--- src/rtl/mux_nway_arb_pkg.sv ---
// Shared constants, mode encodings and sizing helpers for the
// N-way registered mux/arbiter.
package mux_nway_arb_pkg;

    localparam int DEF_WIDTH = 16;
    localparam int DEF_WAYS  = 4;

    typedef enum logic {
        MODE_FIXED = 1'b0,
        MODE_RR    = 1'b1
    } mode_e;

    function automatic int clog2(input int n);
        int r;
        r = 0;
        for (int i = 0; i < 31; i++) begin
            if ((1 << i) < n) r = i + 1;
        end
        return r;
    endfunction

    // Select/grant width; never below one bit.
    function automatic int sel_w(input int ways);
        return (ways > 1) ? clog2(ways) : 1;
    endfunction

endpackage

--- src/rtl/mux_nway_arb_if.sv ---
// Producer/consumer bundle for mux_nway_arb: per-channel
// valid/ready inputs, one registered valid/ready output.
interface mux_nway_arb_if
    import mux_nway_arb_pkg::*;
#(
    parameter int WIDTH = DEF_WIDTH,
    parameter int WAYS  = DEF_WAYS
) ();

    localparam int SEL_W = sel_w(WAYS);

    logic                  mode;
    logic [SEL_W-1:0]      select;
    logic [WAYS*WIDTH-1:0] in_data;
    logic [WAYS-1:0]       in_valid;
    logic [WAYS-1:0]       in_ready;
    logic [WIDTH-1:0]      out;
    logic                  out_valid;
    logic                  out_ready;
    logic [SEL_W-1:0]      out_grant;

    modport master (
        output mode,
        output select,
        output in_data,
        output in_valid,
        input  in_ready,
        input  out,
        input  out_valid,
        output out_ready,
        input  out_grant
    );

    modport slave (
        input  mode,
        input  select,
        input  in_data,
        input  in_valid,
        output in_ready,
        output out,
        output out_valid,
        input  out_ready,
        output out_grant
    );

endinterface

--- src/rtl/rr_arbiter_nway.sv ---
// Rotating-priority picker: first eligible channel from ptr
// upward, wrapping; owns the pointer and advances it on grant.
module rr_arbiter_nway
    import mux_nway_arb_pkg::*;
#(
    parameter int WAYS = DEF_WAYS
) (
    input  logic                     clk_i,
    input  logic                     reset_n_i,
    input  logic [WAYS-1:0]          elig_i,
    input  logic                     upd_i,
    output logic [sel_w(WAYS)-1:0]   grant_o,
    output logic                     found_o
);

    localparam int SEL_W = sel_w(WAYS);
    localparam logic [SEL_W:0] WAYS_X = (SEL_W + 1)'(WAYS);
    localparam logic [SEL_W-1:0] LAST = SEL_W'(WAYS - 1);

    logic [SEL_W-1:0] ptr_q, ptr_d;
    logic [WAYS-1:0]  rot;
    logic [SEL_W:0]   off;
    logic [SEL_W:0]   sum;

    // Rotate so bit 0 is the channel at ptr; lowest set bit wins.
    always_comb begin
        rot     = WAYS'({elig_i, elig_i} >> ptr_q);
        off     = '0;
        found_o = 1'b0;
        for (int j = WAYS - 1; j >= 0; j--) begin
            if (rot[j]) begin
                off     = (SEL_W + 1)'(j);
                found_o = 1'b1;
            end
        end
        sum = {1'b0, ptr_q} + off;
        if (sum >= WAYS_X) sum = sum - WAYS_X;
        grant_o = sum[SEL_W-1:0];
    end

    always_comb begin
        ptr_d = ptr_q;
        if (upd_i && found_o) begin
            ptr_d = (grant_o == LAST) ? '0 : grant_o + SEL_W'(1);
        end
    end

    always_ff @(posedge clk_i or negedge reset_n_i) begin
        if (!reset_n_i) begin
            ptr_q <= '0;
        end else begin
            ptr_q <= ptr_d;
        end
    end

endmodule

--- src/rtl/mux_nway_arb.sv ---
// N-way, W-bit registered mux with fixed-select or round-robin
// choice and a single-entry output register.
module mux_nway_arb
    import mux_nway_arb_pkg::*;
#(
    parameter int WIDTH = DEF_WIDTH,
    parameter int WAYS  = DEF_WAYS
) (
    input  logic          clk,
    input  logic          reset_n,
    mux_nway_arb_if.slave bus
);

    localparam int SEL_W = sel_w(WAYS);

    logic [WIDTH-1:0] out_q, out_d;
    logic             vld_q, vld_d;
    logic [SEL_W-1:0] gnt_q, gnt_d;

    logic             is_rr;
    logic             load_en;
    logic             found;
    logic             xfer;
    logic [WAYS-1:0]  elig;
    logic [SEL_W-1:0] pick;
    logic [WIDTH-1:0] chan [WAYS];

    assign is_rr   = (mode_e'(bus.mode) == MODE_RR);
    assign load_en = !vld_q || bus.out_ready;
    assign xfer    = load_en && found;

    // An out-of-range select matches no channel, so nothing is eligible.
    always_comb begin
        elig = '0;
        for (int i = 0; i < WAYS; i++) begin
            if (is_rr) begin
                elig[i] = bus.in_valid[i];
            end else begin
                elig[i] = bus.in_valid[i]
                        && (bus.select == SEL_W'(i));
            end
        end
    end

    always_comb begin
        for (int i = 0; i < WAYS; i++) begin
            chan[i] = bus.in_data[i*WIDTH +: WIDTH];
        end
    end

    rr_arbiter_nway #(
        .WAYS (WAYS)
    ) u_arb (
        .clk_i     (clk),
        .reset_n_i (reset_n),
        .elig_i    (elig),
        .upd_i     (xfer && is_rr),
        .grant_o   (pick),
        .found_o   (found)
    );

    always_comb begin
        bus.in_ready = '0;
        if (xfer) bus.in_ready[pick] = 1'b1;
    end

    always_comb begin
        out_d = out_q;
        vld_d = vld_q;
        gnt_d = gnt_q;
        if (xfer) begin
            out_d = chan[pick];
            vld_d = 1'b1;
            gnt_d = pick;
        end else if (vld_q && bus.out_ready) begin
            vld_d = 1'b0;
        end
    end

    always_ff @(posedge clk or negedge reset_n) begin
        if (!reset_n) begin
            out_q <= '0;
            vld_q <= 1'b0;
            gnt_q <= '0;
        end else begin
            out_q <= out_d;
            vld_q <= vld_d;
            gnt_q <= gnt_d;
        end
    end

    assign bus.out       = out_q;
    assign bus.out_valid = vld_q;
    assign bus.out_grant = gnt_q;

endmodule

--- src/flat_wrapper.sv ---
// flat-port wrapper written by rule: the top's interface ports become plain ports
module mux_nway_arb_flat import mux_nway_arb_pkg::*;
#(
    parameter int WIDTH = DEF_WIDTH,
    parameter int WAYS  = DEF_WAYS
)
  (clk, reset_n, bus_mode, bus_select, bus_in_data, bus_in_valid, bus_in_ready, bus_out, bus_out_valid, bus_out_ready, bus_out_grant);
  mux_nway_arb_if #(.WIDTH(WIDTH), .WAYS(WAYS)) bus_i ();
  input  logic clk;
  input  logic reset_n;
  input wire logic [$bits(bus_i.mode)-1:0] bus_mode;
  input wire logic [$bits(bus_i.select)-1:0] bus_select;
  input wire logic [$bits(bus_i.in_data)-1:0] bus_in_data;
  input wire logic [$bits(bus_i.in_valid)-1:0] bus_in_valid;
  output wire logic [$bits(bus_i.in_ready)-1:0] bus_in_ready;
  output wire logic [$bits(bus_i.out)-1:0] bus_out;
  output wire logic [$bits(bus_i.out_valid)-1:0] bus_out_valid;
  input wire logic [$bits(bus_i.out_ready)-1:0] bus_out_ready;
  output wire logic [$bits(bus_i.out_grant)-1:0] bus_out_grant;
  assign bus_i.mode = bus_mode;
  assign bus_i.select = bus_select;
  assign bus_i.in_data = bus_in_data;
  assign bus_i.in_valid = bus_in_valid;
  assign bus_in_ready = bus_i.in_ready;
  assign bus_out = bus_i.out;
  assign bus_out_valid = bus_i.out_valid;
  assign bus_i.out_ready = bus_out_ready;
  assign bus_out_grant = bus_i.out_grant;
  mux_nway_arb #(.WIDTH(WIDTH), .WAYS(WAYS)) u_core (.clk(clk), .reset_n(reset_n), .bus(bus_i));
endmodule
--- config.mk ---
export PLATFORM = sky130hd
export DESIGN_NAME = mux_nway_arb_flat
export DESIGN_NICKNAME = d
export VERILOG_FILES = /design/src/rtl/mux_nway_arb_pkg.sv /design/src/rtl/mux_nway_arb_if.sv /design/src/rtl/rr_arbiter_nway.sv /design/src/rtl/mux_nway_arb.sv /design/src/flat_wrapper.sv
export SDC_FILE = /design/constraint.sdc
export NUM_CORES = 1
export LEC_CHECK = 0
export CORE_UTILIZATION = 43
export CTS_CLUSTER_SIZE = 40
export DETAILED_ROUTE_END_ITERATION = 7
export GPL_ROUTABILITY_DRIVEN = 0
export PLACE_DENSITY = 0.94
export SYNTH_ARGS = -nofsm -noshare
export SYNTH_HDL_FRONTEND = slang
export SYNTH_SLANG_ARGS = --single-unit
--- constraint.sdc ---
create_clock -name clk -period 7.45 [get_ports clk]
set_clock_uncertainty 0.05 [all_clocks]
set_input_delay 1.49 -clock clk [delete_from_list [all_inputs] [get_ports clk]]
set_output_delay 1.49 -clock clk [all_outputs]
set_load 0.03 [all_outputs]
==> results.md, run 1 <==
- Outcome: finished clean
- Worst flop-to-flop path startpoint: u_core.u_arb.ptr_q[0]$_DFFE_PN0P_
- Syn. warnings: 0
- Period utilization: 0.910
- Initial antenna violation count: 0
- H-tree depth: 1
- Clock Path Buffers: 2
- CTS root buffer: clkbuf_8
- Synthesized cell area: 0.00188 mm²
- Fin. max-slew vios: 0
- CP max FO: 7
- Critical path launch point type: primary input
- Die Ht: 68.2 µm
- Main combinational cell family by area after synthesis: compound AO/OA/AOI/OAI gates
- Gr usage total: 0.225
- Mux contribution to synthesized area: 0.197
- Syn Area/Cell: ~9.7 µm²
- Setup Crit Path Kind: primary input to output pin
- Critical-path top delay cell: clkdlybuf4s50_1
- Iter 0 DRT Violations: 105
- Clock sink count: 21
- Post-synthesis sequential area ratio: 0.279
- FMAX: 147 MHz
- Hold path startpoint: u_core.bus.out[13]$_DFFE_PN0P_
- CTS tree: yes
- Worst R2R Setup Slack: 4.02 ns
- Post-synthesis net count: 271
- Clock buffer count from CTS: 3
- Die X: 68.2 µm
- FF-to-FF path depth: 14
- Worst-margin pin slew: 1.02 ns
- Ys async rst share: 1.00
- WL per Instance: approximately 16 µm
- Final #Nets: 358
- Critical Path AT: between 5 and 6 ns
- Simple-gate share of the synthesized area: 0.214
- Synth Area in Adders: 0.0199
- Buffer count from post-CTS setup fixing: 0
- Port-buffer cells: 96
- Worst Hold End: u_core.bus.out[13]$_DFFE_PN0P_
- FF+latch count, synth: 21
- P_leak: 1.15 nW
- Setup TNS: 0 ns
- CP max stage delay: 0.66 ns
- Netlist cell types: 38
- Final Hold Vio Count: 0
- Die area: 0.00465 mm²
- Clock transition at path regs: 0.08 ns
- Pwr Total: 1.24 mW
- Synth area leaders: dfrtp_1 28%, o31ai_2 11%, mux2_2 10%, mux2i_1 9.6%, and4_1 7.4%
- HPWL Detailed: 3950 µm
- RSZ-0062 raised after global routing: false
- IR drop worst, VDD: 0.248 mV
- Worst Path Required: about 6 ns
- Compound-Gate Fraction of Synth Area: 0.231
- Area growth, synth to finish: 53.5%
- ANT cells: 0
- Clock Latency Late Sink: 0.26 ns
- Vias in the first global route: 1770
- Share of cells above drive strength 1: 0.171
- Largest net degree at the start of global routing: 36
- Drc violations: 0
- CTS resizes: 0
- Post-synthesis cell count: 194
- Drt total wl: 5290 µm
- Placed Cells: about 330
- DR vias: 1909
- Io pins: 97
- Hold_buf cts: 0
- Slew headroom: 0.318
- Initial Util: 0.458
- Pwr dens: 430 mW/mm²
- DRT Pass-1 Iters: 4
- Ys flop type: dfrtp_1
- Synth Area in XOR/XNOR: 0
- ANT nets after route: 0
- Minimum clock period: 6.78 ns
- Hold Path Class: register to register
- DR vias/cell: 5.78
- Worst hold path depth: 2
- Gr ovfl total: 0
- Number of synthesized flops with an enable pin: 0
- Crit-path cells: clkdlybuf4s50_1, nand2b_1, a21oi_1, nor3_1, o32a_1, o32ai_1, ha_1, inv_1, nor2_1, o31a_1, a2111oi_4, and3_1, inv_2, ha_1, and2_1, clkdlybuf4s50_1
- Synth area leader: dfrtp_1
- Max Cap Viol: 0
- Final setup violation count: 0
- Post-route insts no fill: between 300 and 400
- Worst R2R End: u_core.u_arb.ptr_q[1]$_DFFE_PN0P_
- Rows: 23
- Worst Setup End Kind: output pin
- Core area: slightly above 0.004 mm²
- Synth top area share: 0.279
- Global-route wire length before repair: around 8000 µm
-- where the power goes --
group,switching [mW],internal (mW),leakage (nW)
logic,0.514,0.439,0.877
registers,0.0398,0.173,0.251
clock network,0.0399,0.0373,0.0255
-- layout make-up --
type | instances | area (µm²)
Clock buffer | 3 | 41.3
Clock inverter | 1 | 5.00
Fill cell | 325 | 1220
Inverter | 3 | 11.3
Multi-Input combinational cell | 151 | 1250
Sequential cell | 21 | 526
Tap cell | 50 | 62.6
Timing Repair Buffer | 101 | 998
-- Yosys cell counts, types with 2 or more instances --
master and n:
inv_1 2, buf_6 3, nand2_1 25, mux2_2 17
nand3b_1 2, a31oi_1 16, nor3_2 3, o31ai_2 16
nor3_1 2, clkbuf_1 12, a21oi_1 5, buf_2 4
and3_1 2, nor2_1 3, mux2i_1 18, ha_1 3
nand4b_1 2, nand2b_1 4, dfrtp_1 21, and4_1 16
-- how the worst max path moves through the flow --
stage | startpoint | slack, ns | end
after floorplan | bus_select[0] | 1.72 | bus_in_ready[2]
after CTS | bus_select[0] | 0.68 | bus_in_ready[3]
after detailed placement | bus_select[0] | 0.69 | bus_in_ready[3]
after global placement | bus_select[0] | 0.80 | bus_in_ready[3]
final | bus_select[0] | 0.67 | bus_in_ready[3]
after global routing | bus_select[0] | 0.35 | bus_in_ready[3]
-- layer usage --
metal	global-route usage	vias up	wire length (µm)
met1	0.272	909	2210
met4	0.0573	0	48
met2	0.406	68	2710
met3	0.0367	4	323
met5	0	-	0
li1	-	928	-
-- cells by family (layout without fill, tap and decap cells) --
kind of cell             Yosys count  in the layout
AO/OA/AOI/OAI                     48             48
buffers and inverters             22            108
multiplexers                      35             35
flip-flops                        21             21
adder cells (fa/ha/maj)            3              3
AND/OR/NAND/NOR                   65             65
-- registers in the layout, summed over array words and instances, names as in the netlist --
register	count
u_core.bus.out_valid	1
u_core.bus.out	16
u_core.u_arb.ptr_q	2
u_core.bus.out_grant	2
-- layout by cell type (no fill, tap or decap), types with 2 or more instances in the layout --
| master | n |
|---|---|
| and3_1 | 2 |
| o31ai_2 | 16 |
| inv_1 | 2 |
| mux2i_1 | 18 |
| a21oi_1 | 5 |
| dfrtp_1 | 21 |
| nand3b_1 | 2 |
| clkdlybuf4s50_1 | 96 |
| nor3_1 | 2 |
| mux2_2 | 17 |
| nand2_1 | 25 |
| and4_1 | 16 |
| nand2b_1 | 4 |
| buf_4 | 5 |
| clkbuf_8 | 3 |
| nor3_2 | 3 |
| a31oi_1 | 16 |
| nor2_1 | 3 |
| ha_1 | 3 |
| nand4b_1 | 2 |
-- worst max-delay path: cells and delay by family --
kind | cells | cell delay (ns)
simple gates | 5 | 0.89
fa+ha+maj | 2 | 0.40
compound gates | 5 | 1.14
buf+inv | 4 | 1.32
-- through the flow --
stage | area, µm² | setup WS, ns | utilization | hold slack, ns
global placement | 2850 | 0.798 | 0.692 | 0.414
finish | 2890 | 0.670 | 0.703 | 0.441
floorplan | 1880 | 1.72 | - | 0.518
CTS | 2890 | 0.685 | 0.703 | 0.443
global route | 2890 | 0.345 | 0.703 | 0.462
detailed placement | 2850 | 0.687 | 0.692 | 0.424
Note: power is estimated with default switching activity, not from simulation.
==> run 2, diff against run 1 <==
- CAP_MARGIN: unset -> 40
- CORE_MARGIN: unset -> 2
==> results.md, run 2 (same netlist as run 1, synthesis figures left out) <==
- Core area: 0.00429 mm² (+4.3%)
- Largest net degree at the start of global routing: 36 (unchanged)
- Pwr dens: 423 mW/mm² (-1.7%)
- Vias in the first global route: 1898 (+7.2%)
- CTS resizes: 0 (unchanged)
- CP max FO: 7 (unchanged)
- Placed Cells: 329 (+0.92%)
- Critical-path top delay cell: clkdlybuf4s50_1
- P_leak: 1.16 nW (+0.64%)
- Pwr Total: 1.23 mW (-1.1%)
- Worst Path Required: 5.91 ns (about the same)
- Fin. max-slew vios: 0 (unchanged)
- Clock Path Buffers: 2 (unchanged)
- Clock buffer count from CTS: 3 (unchanged)
- RSZ-0062 raised after global routing: false
- CTS root buffer: clkbuf_8
- Hold_buf cts: 0 (unchanged)
- Drt total wl: 4860 µm (-8.0%)
- CP max stage delay: 0.66 ns (about the same)
- Final Hold Vio Count: 0 (unchanged)
- Initial antenna violation count: 0 (unchanged)
- Period utilization: 0.914 (+0.00364)
- HPWL Detailed: 3730 µm (-5.5%)
- Hold Path Class: register to register
- Die Ht: 70.2 µm (+2.9%)
- Die X: 70.2 µm (+2.9%)
- Slew headroom: 0.664 (+0.346)
- Clock transition at path regs: 0.08 ns (about the same)
- Crit-path cells: clkdlybuf4s50_1, nand2b_1, a21oi_1, nor3_1, o32a_1, o32ai_1, ha_1, inv_1, nor2_1, o31a_1, a2111oi_4, and3_1, inv_2, ha_1, and2_1, clkdlybuf4s50_1
- Critical Path AT: 5.27 ns (+0.03 ns)
- Worst Setup End Kind: output pin
- Critical path launch point type: primary input
- Setup Crit Path Kind: primary input to output pin
- Max FFs per register: 16 (unchanged)
- CTS tree: yes
- FILL cells: 354 (+8.9%)
- Final core occ: 0.678 (-0.0252)
- WL per Instance: 14.6 µm (-8.8%)
- DR vias: 1884 (-1.3%)
- Gr usage total: 0.200 (-0.0247)
- DR vias/cell: 5.66 (-2.2%)
- Max Cap Viol: 0 (unchanged)
- Buffer count from post-CTS setup fixing: 0 (unchanged)
- Final #Nets: 359 (+0.28%)
- H-tree depth: 1 (unchanged)
- Share of cells above drive strength 1: 0.174 (+0.00295)
- Iter 0 DRT Violations: 109 (+3.8%)
- Port-buffer cells: 96 (unchanged)
- Minimum clock period: 6.81 ns (+0.0271 ns)
- Setup TNS: 0 ns (unchanged)
- ANT nets after route: 0 (unchanged)
- Most frequent cells in the layout: 96 x clkdlybuf4s50_1, 25 x nand2_1, 21 x dfrtp_1, 18 x mux2i_1, 17 x mux2_2
- IR drop worst, VDD: 0.281 mV (+13%)
- Rows: 24 (+4.3%)
- FMAX: 147 MHz (-0.40%)
- Area growth, synth to finish: 54.4%
- Global-route wire length before repair: 8190 µm (+2.7%)
- Io pins: 97 (unchanged)
- Post-route insts no fill: 333 (+0.91%)
- Die area: 0.00493 mm² (+6.0%)
- Worst-margin pin slew: 0.499 ns (-0.520 ns)
- ANT cells: 0 (unchanged)
- Most common cell after layout, fill and taps aside: clkdlybuf4s50_1
- Initial Util: 0.439 (-0.0191)
- DRT Pass-1 Iters: 4 (unchanged)
- Final setup violation count: 0 (unchanged)
- Outcome: finished clean
- Clock sink count: 21 (unchanged)
- Clock Latency Late Sink: 0.26 ns (about the same)
- Gr ovfl total: 0 (unchanged)
- Drc violations: 0 (unchanged)
==> run 2: changes by cell type in the layout (fill, tap and decap cells not counted) <==
cell and change:
buf_8 +1
==> run 2: metal layers <==
layer,GRT usage,wire length [µm],vias up
met3,0.0447,302,6
met5,0,0,-
met1,0.223,1940,895
li1,-,-,924
met2,0.385,2590,59
met4,0.0385,35,0
==> run 2: final cells by class <==
cell class	count	area [µm²]	area share
flip-flops and latches	21	526	0.181
clock inverters	1	5.00	0.00172
well taps	52	65.1	0.0224
multi-input cells	151	1250	0.429
repair buffers	102	1010	0.348
inverters	3	11.3	0.00387
clock buffers	3	41.3	0.0142
==> run 2: where the power goes <==
group          switching [mW]  total, mW  internal [mW]
clock network          0.0371     0.0743         0.0372
logic                   0.504      0.944          0.440
registers              0.0387      0.211          0.173
total                   0.580       1.23          0.650
==> run 2: worst max-delay path, delay by kind of cell <==
| kind | cells | cell delay [ns] |
|---|---|---|
| compound gates | 5 | 1.13 |
| fa+ha+maj | 2 | 0.41 |
| buf+inv | 4 | 1.31 |
| simple gates | 5 | 0.90 |
==> run 2: metrics by stage <==
stage | hold slack, ns | setup slack, ns | area, µm²
6_report | 0.438 | 0.642 | 2910
5_1_grt | 0.451 | 0.357 | 2910
4_1_cts | 0.440 | 0.642 | 2910
3_5_place_dp | 0.420 | 0.642 | 2860
3_3_place_gp | 0.412 | 0.803 | 2850
2_1_floorplan | 0.518 | 1.72 | 1880
==> run 2: worst paths after layout <==
check                                             startpoint                                end  slack (ns)  depth (start not counted)
max in group asynchronous                            reset_n     u_core.bus.out[11]$_DFFE_PN0P_        5.54                          2
setup reg to reg           u_core.u_arb.ptr_q[0]$_DFFE_PN0P_  u_core.u_arb.ptr_q[1]$_DFFE_PN0P_        3.92                         14
hold reg to reg                u_core.bus.out[8]$_DFFE_PN0P_      u_core.bus.out[8]$_DFFE_PN0P_        0.44                          2
setup / recovery                               bus_select[0]                    bus_in_ready[3]        0.64                         16
hold / removal                 u_core.bus.out[8]$_DFFE_PN0P_      u_core.bus.out[8]$_DFFE_PN0P_        0.44                          2
min in group asynchronous                            reset_n      u_core.bus.out[1]$_DFFE_PN0P_        1.40                          1
==> run 3, diff against run 2 <==
- CAP_MARGIN: 40 -> unset
- CELL_PAD_IN_SITES_DETAIL_PLACEMENT: unset -> 0
- CELL_PAD_IN_SITES_GLOBAL_PLACEMENT: unset -> 1
- CORE_UTILIZATION: 43 -> 31
- SETUP_SLACK_MARGIN: unset -> 0.4
==> results.md, run 3 (same netlist as run 1, synthesis figures left out) <==
- H-tree depth: 1 (unchanged)
- Minimum clock period: 6.76 ns (-0.0471 ns)
- FF-to-FF path depth: 14 (unchanged)
- Largest net degree at the start of global routing: 36 (unchanged)
- Clock sink count: 21 (unchanged)
- Post-route insts no fill: 355 (+6.6%)
- Critical Path AT: 5.22 ns (-0.05 ns)
- Clock Path Buffers: 2 (unchanged)
- Gr usage total: 0.157 (-0.0431)
- P_leak: 1.15 nW (-0.83%)
- GR peak layer: met2
- Initial Util: 0.320 (-0.119)
- CTS root buffer: clkbuf_8
- DP Area: 0.00288 mm² (+0.57%)
- Setup TNS: 0 ns (unchanged)
- RSZ-0062 raised after global routing: false
- Port-buffer cells: 96 (unchanged)
- Worst Path Required: 5.91 ns (about the same)
- DR vias: 1823 (-3.2%)
- Buffer and inverter count on the worst path: 4 (unchanged)
- Fin. max-slew vios: 0 (unchanged)
- Period utilization: 0.907 (-0.00632)
- Core area: 0.00589 mm² (+37%)
- Clock transition at path regs: 0.07 ns (about the same)
- Pwr Total: 1.24 mW (+0.66%)
- Critical path launch point type: primary input
- Initial antenna violation count: 0 (unchanged)
- CP max FO: 7 (unchanged)
- Clock Latency Late Sink: 0.26 ns (about the same)
- Area growth, synth to finish: 55.5%
- Crit path from: bus_select[1]
- Rows: 28 (+17%)
- Worst R2R Setup Slack: 3.96 ns (+0.04 ns)
- Die area: 0.00672 mm² (+36%)
- Final Hold Vio Count: 0 (unchanged)
- Most common cell after layout, fill and taps aside: clkdlybuf4s50_1
- Drt total wl: 5130 µm (+5.4%)
- Iter 0 DRT Violations: 33 (-70%)
- Critical-path top delay cell: clkdlybuf4s50_1
- Placed Cells: 351 (+6.7%)
- WL per Instance: 14.4 µm (-1.1%)
- Slew headroom: 0.314 (-0.349)
- Gr ovfl total: 0 (unchanged)
- Crit-path cells: clkdlybuf4s50_1, nand2b_1, a21oi_1, nor3_1, o32a_1, o32ai_1, ha_2, inv_1, nor2_1, o31a_1, a2111oi_4, and3_1, inv_2, ha_1, and2_1, clkdlybuf4s50_1
- Die Ht: 82.0 µm (+17%)
- Worst Setup End Kind: output pin
- Vias in the first global route: 1781 (-6.2%)
- IR drop worst, VDD: 0.291 mV (+3.5%)
- CP max stage delay: 0.66 ns (about the same)
- CTS tree: yes
- Share of cells above drive strength 1: 0.179 (+0.00419)
- Die X: 82.0 µm (+17%)
- Clock buffer count from CTS: 3 (unchanged)
- Final setup violation count: 0 (unchanged)
- Max FFs per register: 16 (unchanged)
- Met2 GRT Util: 0.259 (-0.127)
- FMAX: 148 MHz (+0.70%)
- Hold_buf cts: 0 (unchanged)
- Drc violations: 0 (unchanged)
- Met1 Usage GRT: 0.206 (-0.0168)
- Io pins: 97 (unchanged)
- ANT cells: 0 (unchanged)
- Pwr dens: 422 mW/mm² (about the same)
- Crit-path leading delay family: buffers and inverters
- Outcome: finished clean
- Worst flop-to-flop path startpoint: u_core.u_arb.ptr_q[0]$_DFFE_PN0P_
- Hold slack: 0.438 ns (+0.000581 ns)
- Most frequent cells in the layout: 96 x clkdlybuf4s50_1, 25 x nand2_1, 21 x dfrtp_1, 18 x mux2i_1, 17 x mux2_2
- Max Cap Viol: 0 (unchanged)
- ANT nets after route: 0 (unchanged)
- Most numerous cell on the critical path: clkdlybuf4s50_1
- Hold Path Class: register to register
- Global-route wire length before repair: 8270 µm (+1.0%)
- HPWL Detailed: 3730 µm (about the same)
- Design Area, Final: 0.00293 mm² (+0.69%)
- Worst-margin pin slew: 1.03 ns (+0.526 ns)
- Setup Crit Path Kind: primary input to output pin
- Final #Nets: 358 (-0.28%)
- DR vias/cell: 5.14 (-9.2%)
- Critical path depth: 16 (unchanged)
- Crit path to: bus_in_ready[3]
- DRT Pass-1 Iters: 4 (unchanged)
- Worst R2R End: u_core.u_arb.ptr_q[1]$_DFFE_PN0P_
- GR Util met3: 0.0385 (-0.00627)
==> run 3: changes by cell type in the layout (fill, tap and decap cells not counted), sizes merged <==
| cell | previous run | this run |
|---|---|---|
| buf | 6 | 5 |
==> run 3: area by class of cell <==
cell class	instances	area (µm²)
clock buffer	3	41.3
clock inverter	1	5.00
fill	552	2960
inverter	3	11.3
multi-input combinational	151	1250
sequential	21	526
tap	75	93.8
timing repair buffer	101	998
==> run 3: routing by layer <==
| metal | routed length, µm | part of all wire |
|---|---|---|
| met4 | 15 | 0.0029 |
| met3 | 391 | 0.076 |
| met5 | 0 | 0 |
| met1 | 2360 | 0.46 |
| met2 | 2360 | 0.46 |
==> run 3: worst min-delay path: stages (launching register included) <==
cell,delay [ns]
dfrtp_1,0.35
nand2_1,0.05
nand2_1,0.06
==> run 3: worst min-delay path by stage <==
stage                                   startpoint                                  end  slack (ns)  depth (start not counted)
3_3_place_gp   u_core.bus.out_grant[0]$_DFFE_PN0P_  u_core.bus.out_grant[0]$_DFFE_PN0P_        0.41                          2
6_report       u_core.bus.out_grant[0]$_DFFE_PN0P_  u_core.bus.out_grant[0]$_DFFE_PN0P_        0.44                          2
3_5_place_dp         u_core.bus.out[3]$_DFFE_PN0P_        u_core.bus.out[3]$_DFFE_PN0P_        0.42                          2
2_1_floorplan    u_core.u_arb.ptr_q[1]$_DFFE_PN0P_    u_core.u_arb.ptr_q[1]$_DFFE_PN0P_        0.52                          1
4_1_cts              u_core.bus.out[3]$_DFFE_PN0P_        u_core.bus.out[3]$_DFFE_PN0P_        0.44                          2
5_1_grt             u_core.bus.out[10]$_DFFE_PN0P_       u_core.bus.out[10]$_DFFE_PN0P_        0.46                          2
==> run 3: repair_timing <==
item	4_1_cts	5_1_grt
setup buffers	0	0
endpoints found under the setup margin	0	1
resized for setup	0	1
==> run 3: metrics by stage <==
step           setup WS (ns)  utilization
5_1_grt                0.421        0.498
4_1_cts                0.667        0.497
6_report               0.690        0.498
3_5_place_dp           0.675        0.489
3_3_place_gp           0.764        0.489
2_1_floorplan           1.72            -
==> run 3: report_power, final <==
group | total [mW] | internal [mW] | switching, mW
Combinational | 0.949 | 0.442 | 0.507
Sequential | 0.212 | 0.173 | 0.0397
Clock | 0.0761 | 0.0373 | 0.0388
